==> src/rtl/cpu_state_dumper_if.sv <==
// Read-out bus for cpu_state_dumper: register-file and data-memory read ports
// plus the valid/ready word stream towards the monitor.
interface cpu_state_dumper_if #(parameter int IDX_W = 8);
  logic [4:0]       reg_addr;
  logic [31:0]      reg_data;
  logic             mem_rd_en;
  logic [IDX_W-1:0] mem_addr;
  logic [31:0]      mem_data;
  logic             out_valid;
  logic             out_ready;
  logic [31:0]      out_data;
  logic [1:0]       out_tag;
  logic [IDX_W-1:0] out_index;
  logic             out_last;

  modport master (
    output reg_addr, input reg_data,
    output mem_rd_en, output mem_addr, input mem_data,
    output out_valid, input out_ready,
    output out_data, output out_tag, output out_index, output out_last
  );

  modport slave (
    input reg_addr, output reg_data,
    input mem_rd_en, input mem_addr, output mem_data,
    input out_valid, output out_ready,
    input out_data, input out_tag, input out_index, input out_last
  );
endinterface

==> src/rtl/cpu_state_dumper.sv <==
// cpu_state_dumper: after a run, streams every register, then every data
// memory word, out through a 2-entry staging FIFO.
// Optional feature macro: DUMP_CHECKSUM_EN adds a trailing XOR checksum word.
module cpu_state_dumper #(
  parameter int NUM_REGS   = 32,
  parameter int DMEM_WORDS = 64,
  parameter int IDX_W      = 8
) (
  input  logic               i_clock,
  input  logic               i_resetn,
  input  logic               i_start,
  output logic               o_busy,
  output logic               o_done,
  cpu_state_dumper_if.master bus
);

`ifdef DUMP_CHECKSUM_EN
  typedef enum logic [2:0] {S_IDLE, S_REGS, S_MEM, S_CSUM, S_DRAIN} state_t;
`else
  typedef enum logic [2:0] {S_IDLE, S_REGS, S_MEM, S_DRAIN} state_t;
`endif

  typedef struct packed {
    logic [31:0]      data;
    logic [1:0]       tag;
    logic [IDX_W-1:0] idx;
    logic             last;
  } word_t;

  localparam logic [IDX_W-1:0] LAST_REG = IDX_W'(NUM_REGS - 1);
  localparam logic [IDX_W-1:0] LAST_MEM = IDX_W'(DMEM_WORDS - 1);

  state_t           r_state, w_next;
  word_t            r_e0, r_e1, w_word;
  logic [1:0]       r_cnt;
  logic [IDX_W-1:0] r_ridx, r_midx, r_inf_addr;
  logic             r_inf, r_issued, r_done;

  logic       w_pop, w_room, w_reg_push, w_issue, w_cap, w_mem_last, w_push, w_final;
  logic [1:0] w_cnt_ap;
`ifdef DUMP_CHECKSUM_EN
  logic [31:0] r_csum;
  logic        w_cs_push;
`endif

  // Handshake bookkeeping: occupancy after this cycle's pop decides pushes/reads
  always_comb begin
    w_pop      = (r_cnt != 2'd0) & bus.out_ready;
    w_cnt_ap   = r_cnt - {1'b0, w_pop};
    w_room     = (w_cnt_ap != 2'd2);
    w_reg_push = (r_state == S_REGS) & w_room;
    // A read is only issued when its data is guaranteed a free slot next cycle
    w_issue    = (r_state == S_MEM) & ~r_issued & ((w_cnt_ap + {1'b0, r_inf}) <= 2'd1);
    w_cap      = r_inf;
    w_mem_last = w_cap & (r_inf_addr == LAST_MEM);
    w_final    = (r_state == S_DRAIN) & w_pop & (r_cnt == 2'd1);
`ifdef DUMP_CHECKSUM_EN
    w_cs_push  = (r_state == S_CSUM) & w_room;
    w_push     = w_reg_push | w_cap | w_cs_push;
`else
    w_push     = w_reg_push | w_cap;
`endif
  end

  // Word to push: captured memory data, current register, or checksum
  always_comb begin
    w_word = '0;
    if (w_cap) begin
`ifdef DUMP_CHECKSUM_EN
      w_word = '{data: bus.mem_data, tag: 2'b01, idx: r_inf_addr, last: 1'b0};
`else
      w_word = '{data: bus.mem_data, tag: 2'b01, idx: r_inf_addr,
                 last: (r_inf_addr == LAST_MEM)};
`endif
    end else if (w_reg_push) begin
      w_word = '{data: bus.reg_data, tag: 2'b00, idx: r_ridx, last: 1'b0};
    end
`ifdef DUMP_CHECKSUM_EN
    else if (w_cs_push) begin
      w_word = '{data: r_csum, tag: 2'b10, idx: '0, last: 1'b1};
    end
`endif
  end

  // State register
  always_ff @(posedge i_clock or negedge i_resetn) begin
    if (!i_resetn) r_state <= S_IDLE;
    else           r_state <= w_next;
  end

  // Next-state logic
  always_comb begin
    w_next = r_state;
    case (r_state)
      S_IDLE:  if (i_start) w_next = S_REGS;
      S_REGS:  if (w_reg_push && r_ridx == LAST_REG) w_next = S_MEM;
`ifdef DUMP_CHECKSUM_EN
      S_MEM:   if (w_mem_last) w_next = S_CSUM;
      S_CSUM:  if (w_cs_push) w_next = S_DRAIN;
`else
      S_MEM:   if (w_mem_last) w_next = S_DRAIN;
`endif
      S_DRAIN: if (w_final) w_next = S_IDLE;
      default: w_next = S_IDLE;
    endcase
  end

  // Outputs: stream fields come straight from the FIFO head
  always_comb begin
    o_busy        = (r_state != S_IDLE);
    o_done        = r_done;
    bus.reg_addr  = r_ridx[4:0];
    bus.mem_rd_en = w_issue;
    bus.mem_addr  = r_midx;
    bus.out_valid = (r_cnt != 2'd0);
    bus.out_data  = r_e0.data;
    bus.out_tag   = r_e0.tag;
    bus.out_index = r_e0.idx;
    bus.out_last  = r_e0.last;
  end

  // Counters, read tracking, checksum and the 2-entry FIFO
  always_ff @(posedge i_clock or negedge i_resetn) begin
    if (!i_resetn) begin
      r_ridx     <= '0;
      r_midx     <= '0;
      r_inf_addr <= '0;
      r_inf      <= 1'b0;
      r_issued   <= 1'b0;
      r_done     <= 1'b0;
      r_cnt      <= 2'd0;
      r_e0       <= '0;
      r_e1       <= '0;
`ifdef DUMP_CHECKSUM_EN
      r_csum     <= '0;
`endif
    end else begin
      r_done <= w_final;
      if (w_reg_push && r_ridx != LAST_REG) r_ridx <= r_ridx + 1'b1;
      r_inf <= w_issue;
      if (w_issue) begin
        r_inf_addr <= r_midx;
        if (r_midx == LAST_MEM) r_issued <= 1'b1;
        else                    r_midx   <= r_midx + 1'b1;
      end
`ifdef DUMP_CHECKSUM_EN
      if (w_push) r_csum <= r_csum ^ w_word.data;
`endif
      case ({w_push, w_pop})
        2'b01: begin
          r_e0  <= r_e1;
          r_cnt <= r_cnt - 2'd1;
        end
        2'b10: begin
          if (r_cnt == 2'd0) r_e0 <= w_word;
          else               r_e1 <= w_word;
          r_cnt <= r_cnt + 2'd1;
        end
        2'b11: begin
          if (r_cnt == 2'd1) r_e0 <= w_word;
          else begin
            r_e0 <= r_e1;
            r_e1 <= w_word;
          end
        end
        default: ;
      endcase
      // Fresh dump: rewind both read counters
      if (r_state == S_IDLE && i_start) begin
        r_ridx   <= '0;
        r_midx   <= '0;
        r_issued <= 1'b0;
        r_inf    <= 1'b0;
`ifdef DUMP_CHECKSUM_EN
        r_csum   <= '0;
`endif
      end
    end
  end

endmodule

==> src/flat_wrapper.sv <==
// flat-port wrapper written by rule: the top's interface ports become plain ports
module cpu_state_dumper_flat 
#(
  parameter int NUM_REGS   = 32,
  parameter int DMEM_WORDS = 64,
  parameter int IDX_W      = 8
)
  (i_clock, i_resetn, i_start, o_busy, o_done, bus_reg_addr, bus_reg_data, bus_mem_rd_en, bus_mem_addr, bus_mem_data, bus_out_valid, bus_out_ready, bus_out_data, bus_out_tag, bus_out_index, bus_out_last);
  cpu_state_dumper_if #(.IDX_W(IDX_W)) bus_i ();
  input  logic i_clock;
  input  logic i_resetn;
  input  logic i_start;
  output logic o_busy;
  output logic o_done;
  output wire logic [$bits(bus_i.reg_addr)-1:0] bus_reg_addr;
  input wire logic [$bits(bus_i.reg_data)-1:0] bus_reg_data;
  output wire logic [$bits(bus_i.mem_rd_en)-1:0] bus_mem_rd_en;
  output wire logic [$bits(bus_i.mem_addr)-1:0] bus_mem_addr;
  input wire logic [$bits(bus_i.mem_data)-1:0] bus_mem_data;
  output wire logic [$bits(bus_i.out_valid)-1:0] bus_out_valid;
  input wire logic [$bits(bus_i.out_ready)-1:0] bus_out_ready;
  output wire logic [$bits(bus_i.out_data)-1:0] bus_out_data;
  output wire logic [$bits(bus_i.out_tag)-1:0] bus_out_tag;
  output wire logic [$bits(bus_i.out_index)-1:0] bus_out_index;
  output wire logic [$bits(bus_i.out_last)-1:0] bus_out_last;
  assign bus_reg_addr = bus_i.reg_addr;
  assign bus_i.reg_data = bus_reg_data;
  assign bus_mem_rd_en = bus_i.mem_rd_en;
  assign bus_mem_addr = bus_i.mem_addr;
  assign bus_i.mem_data = bus_mem_data;
  assign bus_out_valid = bus_i.out_valid;
  assign bus_i.out_ready = bus_out_ready;
  assign bus_out_data = bus_i.out_data;
  assign bus_out_tag = bus_i.out_tag;
  assign bus_out_index = bus_i.out_index;
  assign bus_out_last = bus_i.out_last;
  cpu_state_dumper #(.NUM_REGS(NUM_REGS), .DMEM_WORDS(DMEM_WORDS), .IDX_W(IDX_W)) u_core (.i_clock(i_clock), .i_resetn(i_resetn), .i_start(i_start), .o_busy(o_busy), .o_done(o_done), .bus(bus_i));
endmodule
==> config.mk <==
export PLATFORM = sky130hd
export DESIGN_NAME = cpu_state_dumper_flat
export DESIGN_NICKNAME = d
export VERILOG_FILES = /design/src/rtl/cpu_state_dumper_if.sv /design/src/rtl/cpu_state_dumper.sv /design/src/flat_wrapper.sv
export SDC_FILE = /design/constraint.sdc
export NUM_CORES = 1
export LEC_CHECK = 0
export ABC_CLOCK_PERIOD_IN_PS = 10290
export BUFFER_PORTS_ARGS = -buffer_cell sky130_fd_sc_hd__buf_2
export CAP_MARGIN = 20
export CORE_UTILIZATION = 59
export DETAILED_ROUTE_END_ITERATION = 8
export PLACE_DENSITY = 0.9
export SYNTH_ARGS = -nofsm -noshare
export SYNTH_HDL_FRONTEND = slang
export SYNTH_SLANG_ARGS = --single-unit
==> constraint.sdc <==
create_clock -name i_clock -period 10.29 [get_ports i_clock]
set_clock_uncertainty 0.15 [all_clocks]
set_input_delay 2.058 -clock i_clock [delete_from_list [all_inputs] [get_ports i_clock]]
set_output_delay 2.058 -clock i_clock [all_outputs]
set_load 0.01 [all_outputs]
== Yosys cells after proc, flatten, opt, wreduce, memory -nomap -nowiden ==
Cells that the tools add are included.
W data, S select, Z words.

* Register bits after elaboration: 118
* Word-level logic and storage cells: 93

* $add $sub $neg: 6
* Order comparisons: 1
* Equality and inequality tests: 20
* Multiplexer cells: 23
* Bitwise gates (word level): 9
* Reductions and logical operators: 18

{| class="wikitable"
|+ Operators with widths
! operator !! count
|-
| $mux W43 || 6
|-
| $pmux W43 S3 || 1
|-
| $pmux W43 S2 || 1
|-
| $mux W8 || 5
|-
| $add A8 B1 Y8 const B || 2
|-
| $eq A8 B6 Y1 const B || 2
|-
| $mux W3 || 4
|-
| $ne A2 B2 Y1 const B || 6
|-
| $pmux W3 S4 || 1
|-
| $reduce_bool A2 Y1 || 6
|-
| $eq A8 B5 Y1 const B || 1
|-
| $ne A8 B5 Y1 const B || 1
|-
| $and A1 B1 Y1 || 7
|-
| $eq A3 B2 Y1 const B || 2
|-
| $ne A2 B1 Y1 const B || 3
|-
| $reduce_and A2 Y1 || 3
|-
| $reduce_bool A3 Y1 || 2
|-
| $eq A2 B1 Y1 const B || 2
|-
| $eq A2 B2 Y1 const B || 2
|-
| $mux W1 || 4
|-
| $pmux W2 S2 || 1
|-
| $reduce_and A4 Y1 || 1
|-
| $eq A3 B1 Y1 const B || 1
|-
| $logic_and A1 B1 Y1 || 3
|-
| other kinds (10) || 10
|}

== Longest topological paths before layout ==
* Word-level depth: 9
* Gate-level depth with buffers: 13
* Depth with buffers taken out: 12

== Worst setup path after synthesis ==
Ideal clock, no wire load.

* Path type: input to output
* From: input bus_out_ready
* To: output bus_mem_rd_en
* Arrival time: 3311 ps
* Data required time: 8082 ps
* Path slack: 4771 ps
* Stages: 8
* Buffers on the path: 2
* Cell sequence: nand2b_4 > inv_1 > ha_1 > and2b_2 > xnor2_2 > and2_4 > buf_6 > buf_12

* Word-level cells in the longest chain between the ends: 5

{| class="wikitable"
|+ Ends and longest elaborated chain
! what !! RTL line !! text
|-
| start: declaration || flat_wrapper.sv:21 || <nowiki>input wire logic [$bits(bus_i.out_ready)-1:0] bus_out_ready;</nowiki>
|-
| $and A1 B1 Y1 || cpu_state_dumper.sv:48 || <nowiki>w_pop = (r_cnt != 2'd0) & bus.out_ready;</nowiki>
|-
| $sub A2 B1 Y2 || cpu_state_dumper.sv:49 || <nowiki>w_cnt_ap = r_cnt - {1'b0, w_pop};</nowiki>
|-
| $add A2 B1 Y2 || cpu_state_dumper.sv:53 || <nowiki>w_issue = (r_state == S_MEM) & ~r_issued & ((w_cnt_ap + {1'b0, r_inf}) <= 2'd1);</nowiki>
|-
| $le A2 B1 Y1 || cpu_state_dumper.sv:53 ||
|-
| $and A1 B1 Y1 || cpu_state_dumper.sv:53 ||
|-
| end: declaration || flat_wrapper.sv:17 || <nowiki>output wire logic [$bits(bus_i.mem_rd_en)-1:0] bus_mem_rd_en;</nowiki>
|}

Every way passes these cells.

== Worst setup path after layout ==
Ends and elaborated chain as after synthesis.

==> flow_summary_export.csv <==
group,metric,value,unit
outcome,status,"finished clean",
timing,setup_viol,0,
synthesis,syn_area_per_cell,9.824,sq um
power,vdd_drop_max,0.1916,mV
cts,cts.sinks,115,
grt,grt_usage,29.32,%
critical_path,critical_path.max_fanout,15,
finish,antenna_cells,0,
drt,wl_per_cell,17.44,microns
floorplan,fp.coreArea,0.009284,sq mm
synthesis,synth_cell_type_count,48,
synthesis,synthMuxAreaShare,10.63,%
synthesis,synth_edf_count,0,
synthesis,synth_top_family_by_area,"simple AND/OR/NAND/NOR gates",
cts,clk_pin_slew_worst_paths,0.06,ns
floorplan,die_h,100.3,microns
timing,timing.hold.ws,0.3583,ns
synthesis,yosysSeqAreaShare,50.51,%
floorplan,initial_utilization,61.37,%
finish,layout_common_cells,"125 x buf_2, 114 x dfrtp_1, 103 x nor2_1",
finish,seq_area,0.002879,sq mm
timing,rsz0062_at_grt,"false",
drt,vias,4920,
cts,cts_setup_buffers,0,
timing,setup_tns,0,ns
timing,finalCriticalPeriod,5.985,ns
synthesis,synthSimpleGateAreaFrac,16.23,%
synthesis,ys.flop_type,"dfrtp_1",
critical_path,critPathKind,"in -> out",
cts,hold_buffers,0,
synthesis,synth_xor_area_share,2.108,%
synthesis,syn_inst,580,
floorplan,io_pins,128,
cts,cts_tree,"done",
synthesis,synthAdderAreaFrac,2.415,%
critical_path,worstPathRequired,8.08,ns
drt,ant_nets,0,
drt,route.detailed.drc,0,
timing,fmax,167.1,MHz
place,gp_congestion,0.8553,
power,leakagePower,3.382,nW
synthesis,synth-async-reset-ratio,100.0,%
timing,timing.final.hold_violations,0,
floorplan,chipWidth,100.3,microns
timing,slew_viol_final,0,
place,portBuffers,126,
critical_path,crit_path_end_kind,"output pin",
synthesis,syn-num-nets,659,
worst_hold_path,hold_path.class,"reg -> reg",
grt,grt_pass1_wl,22.69,mm
power,p_total,2.276,mW
drt,dr.pass1.iters,5,
synthesis,yosys_warnings,0,
cts,cts_max_level,4,
grt,grt_overflow_total,0,
cts,cts_inserted_buffers,17,
drt,via_per_inst,5.942,
drt,drt_iter0_markers,259,
finish,final_common_cell,"buf_2",
cts,cts_buffer_depth,2,
grt,antenna_found_initial,0,
finish,nets,765,
grt,grt_max_degree,85,
place,post_dp_cell_area,0.006370,sq mm
drt,routed_wl,14.44,mm
run,max_cap_violations,0,
finish,multi_input_area,0.002590,sq mm
critical_path,startpoint_type,"input port",
timing,post-route-period-util,58.17,%
timing,worst_pin_slew,1.161,ns
floorplan,die_area,0.01005,sq mm
floorplan,rows,35,
timing,slew_headroom,21.48,%
cts,clock_latency,0.52,ns
cts,clock-root-buffer,"clkbuf_8",
synthesis,synth_seq_cells,115,
finish,fin_area,0.006958,sq mm
critical_path,cp.arrival,3.78,ns
power,powerDensity,327.1,mW/mm^2
synthesis,netlist_area,0.005698,sq mm
grt,grt_pass1_vias,4738,
synthesis,synth_compound_area_share,13.20,%
finish,drive_gt1_share,32.47,%
finish,nFillCells,626,
finish,area_growth,22.11,%
place,hpwl,8.897,mm
cts,cts_resized,0,
==> area by class of cell <==
cell class / instances / share of cell area [%]
clock buffers: 22 / 6.510
clock inverters: 10 / 1.546
inverters: 11 / 0.5934
multi-input cells: 408 / 37.22
flip-flops and latches: 115 / 41.38
well taps: 129 / 2.320
repair buffers: 133 / 10.43
==> critical path: stages <==
cell      delay, ns
buf_2          0.11
nand2b_4       0.07
inv_1          0.11
ha_1           0.42
and2b_2        0.26
xnor2_2        0.24
and2_4         0.32
buf_2          0.17
==> flip-flops by register name, summed over array words and instances (netlist names) <==
name,cells
u_core.r_e1,42
u_core.bus.out_data,32
u_core.bus.mem_addr,8
u_core.bus.out_index,8
u_core.r_inf_addr,8
u_core.r_ridx,8
u_core.r_cnt,2
u_core.r_state,2
u_core.bus.out_last,1
u_core.bus.out_tag,1
u_core.o_done,1
u_core.r_inf,1
u_core.r_issued,1
==> through the flow <==
stage	util (%)	instances	worst slack, ns
after global placement	68.32	794	4.442
final	74.95	828	4.305
after global routing	74.95	828	4.217
after floorplan	-	580	4.771
after detailed placement	68.61	795	4.368
after CTS	74.65	827	4.340
==> worst paths after layout <==
path / from / endpoint / slack, ns / cells after the start
max in group asynchronous: i_resetn / u_core.r_inf$_DFF_PN0_ / 7.24 / 2
max: bus_out_ready / bus_mem_rd_en / 4.30 / 8
min reg2reg: u_core.bus.out_data[13]$_DFFE_PN0P_ / u_core.bus.out_data[13]$_DFFE_PN0P_ / 0.36 / 2
max reg2reg: u_core.r_cnt[1]$_DFFE_PN0P_ / u_core.r_e1[32]$_DFFE_PN0P_ / 6.15 / 12
min in group asynchronous: i_resetn / u_core.bus.out_data[16]$_DFFE_PN0P_ / 1.35 / 1
min: u_core.bus.out_data[13]$_DFFE_PN0P_ / u_core.bus.out_data[13]$_DFFE_PN0P_ / 0.36 / 2
==> cells in the mapped netlist (all sizes together), types with 4 or more instances <==
cell | n | share of area, %
and3 | 6 | 0.68
nand4 | 5 | 0.55
inv | 11 | 0.72
nand3 | 7 | 0.61
dfrtp | 115 | 51
ha | 11 | 2.4
o21ai | 46 | 4.0
a21oi | 7 | 0.61
nand2 | 90 | 5.9
buf | 18 | 2.3
xor2 | 8 | 1.4
nor2 | 103 | 6.8
mux2 | 51 | 10
xnor2 | 4 | 0.75
clkbuf | 28 | 1.8
a221oi | 43 | 6.6
==> kinds of logic after synthesis <==
logic type | after synthesis
muxes | 53
xor gates and xnor gates | 12
AOI/OAI and AO/OA | 109
buffers and inverters | 57
DFF | 115
and+or+nand+nor | 222
adders and majority gates | 11
other | 1
==> report_power, final <==
part,total (mW),switching (mW),internal [mW]
registers,0.746,0.114,0.632
logic,0.979,0.576,0.402
clock network,0.551,0.197,0.354
==> per-layer routing <==
layer	vias up	part of all wire (%)	track usage (%)
li1	2233	-	-
met1	2411	39	34.89
met2	232	52	50.26
met3	44	5.9	7.869
met4	0	2.5	12.49
met5	-	0	0
No activity file was read; power rests on OpenSTA's default activity.
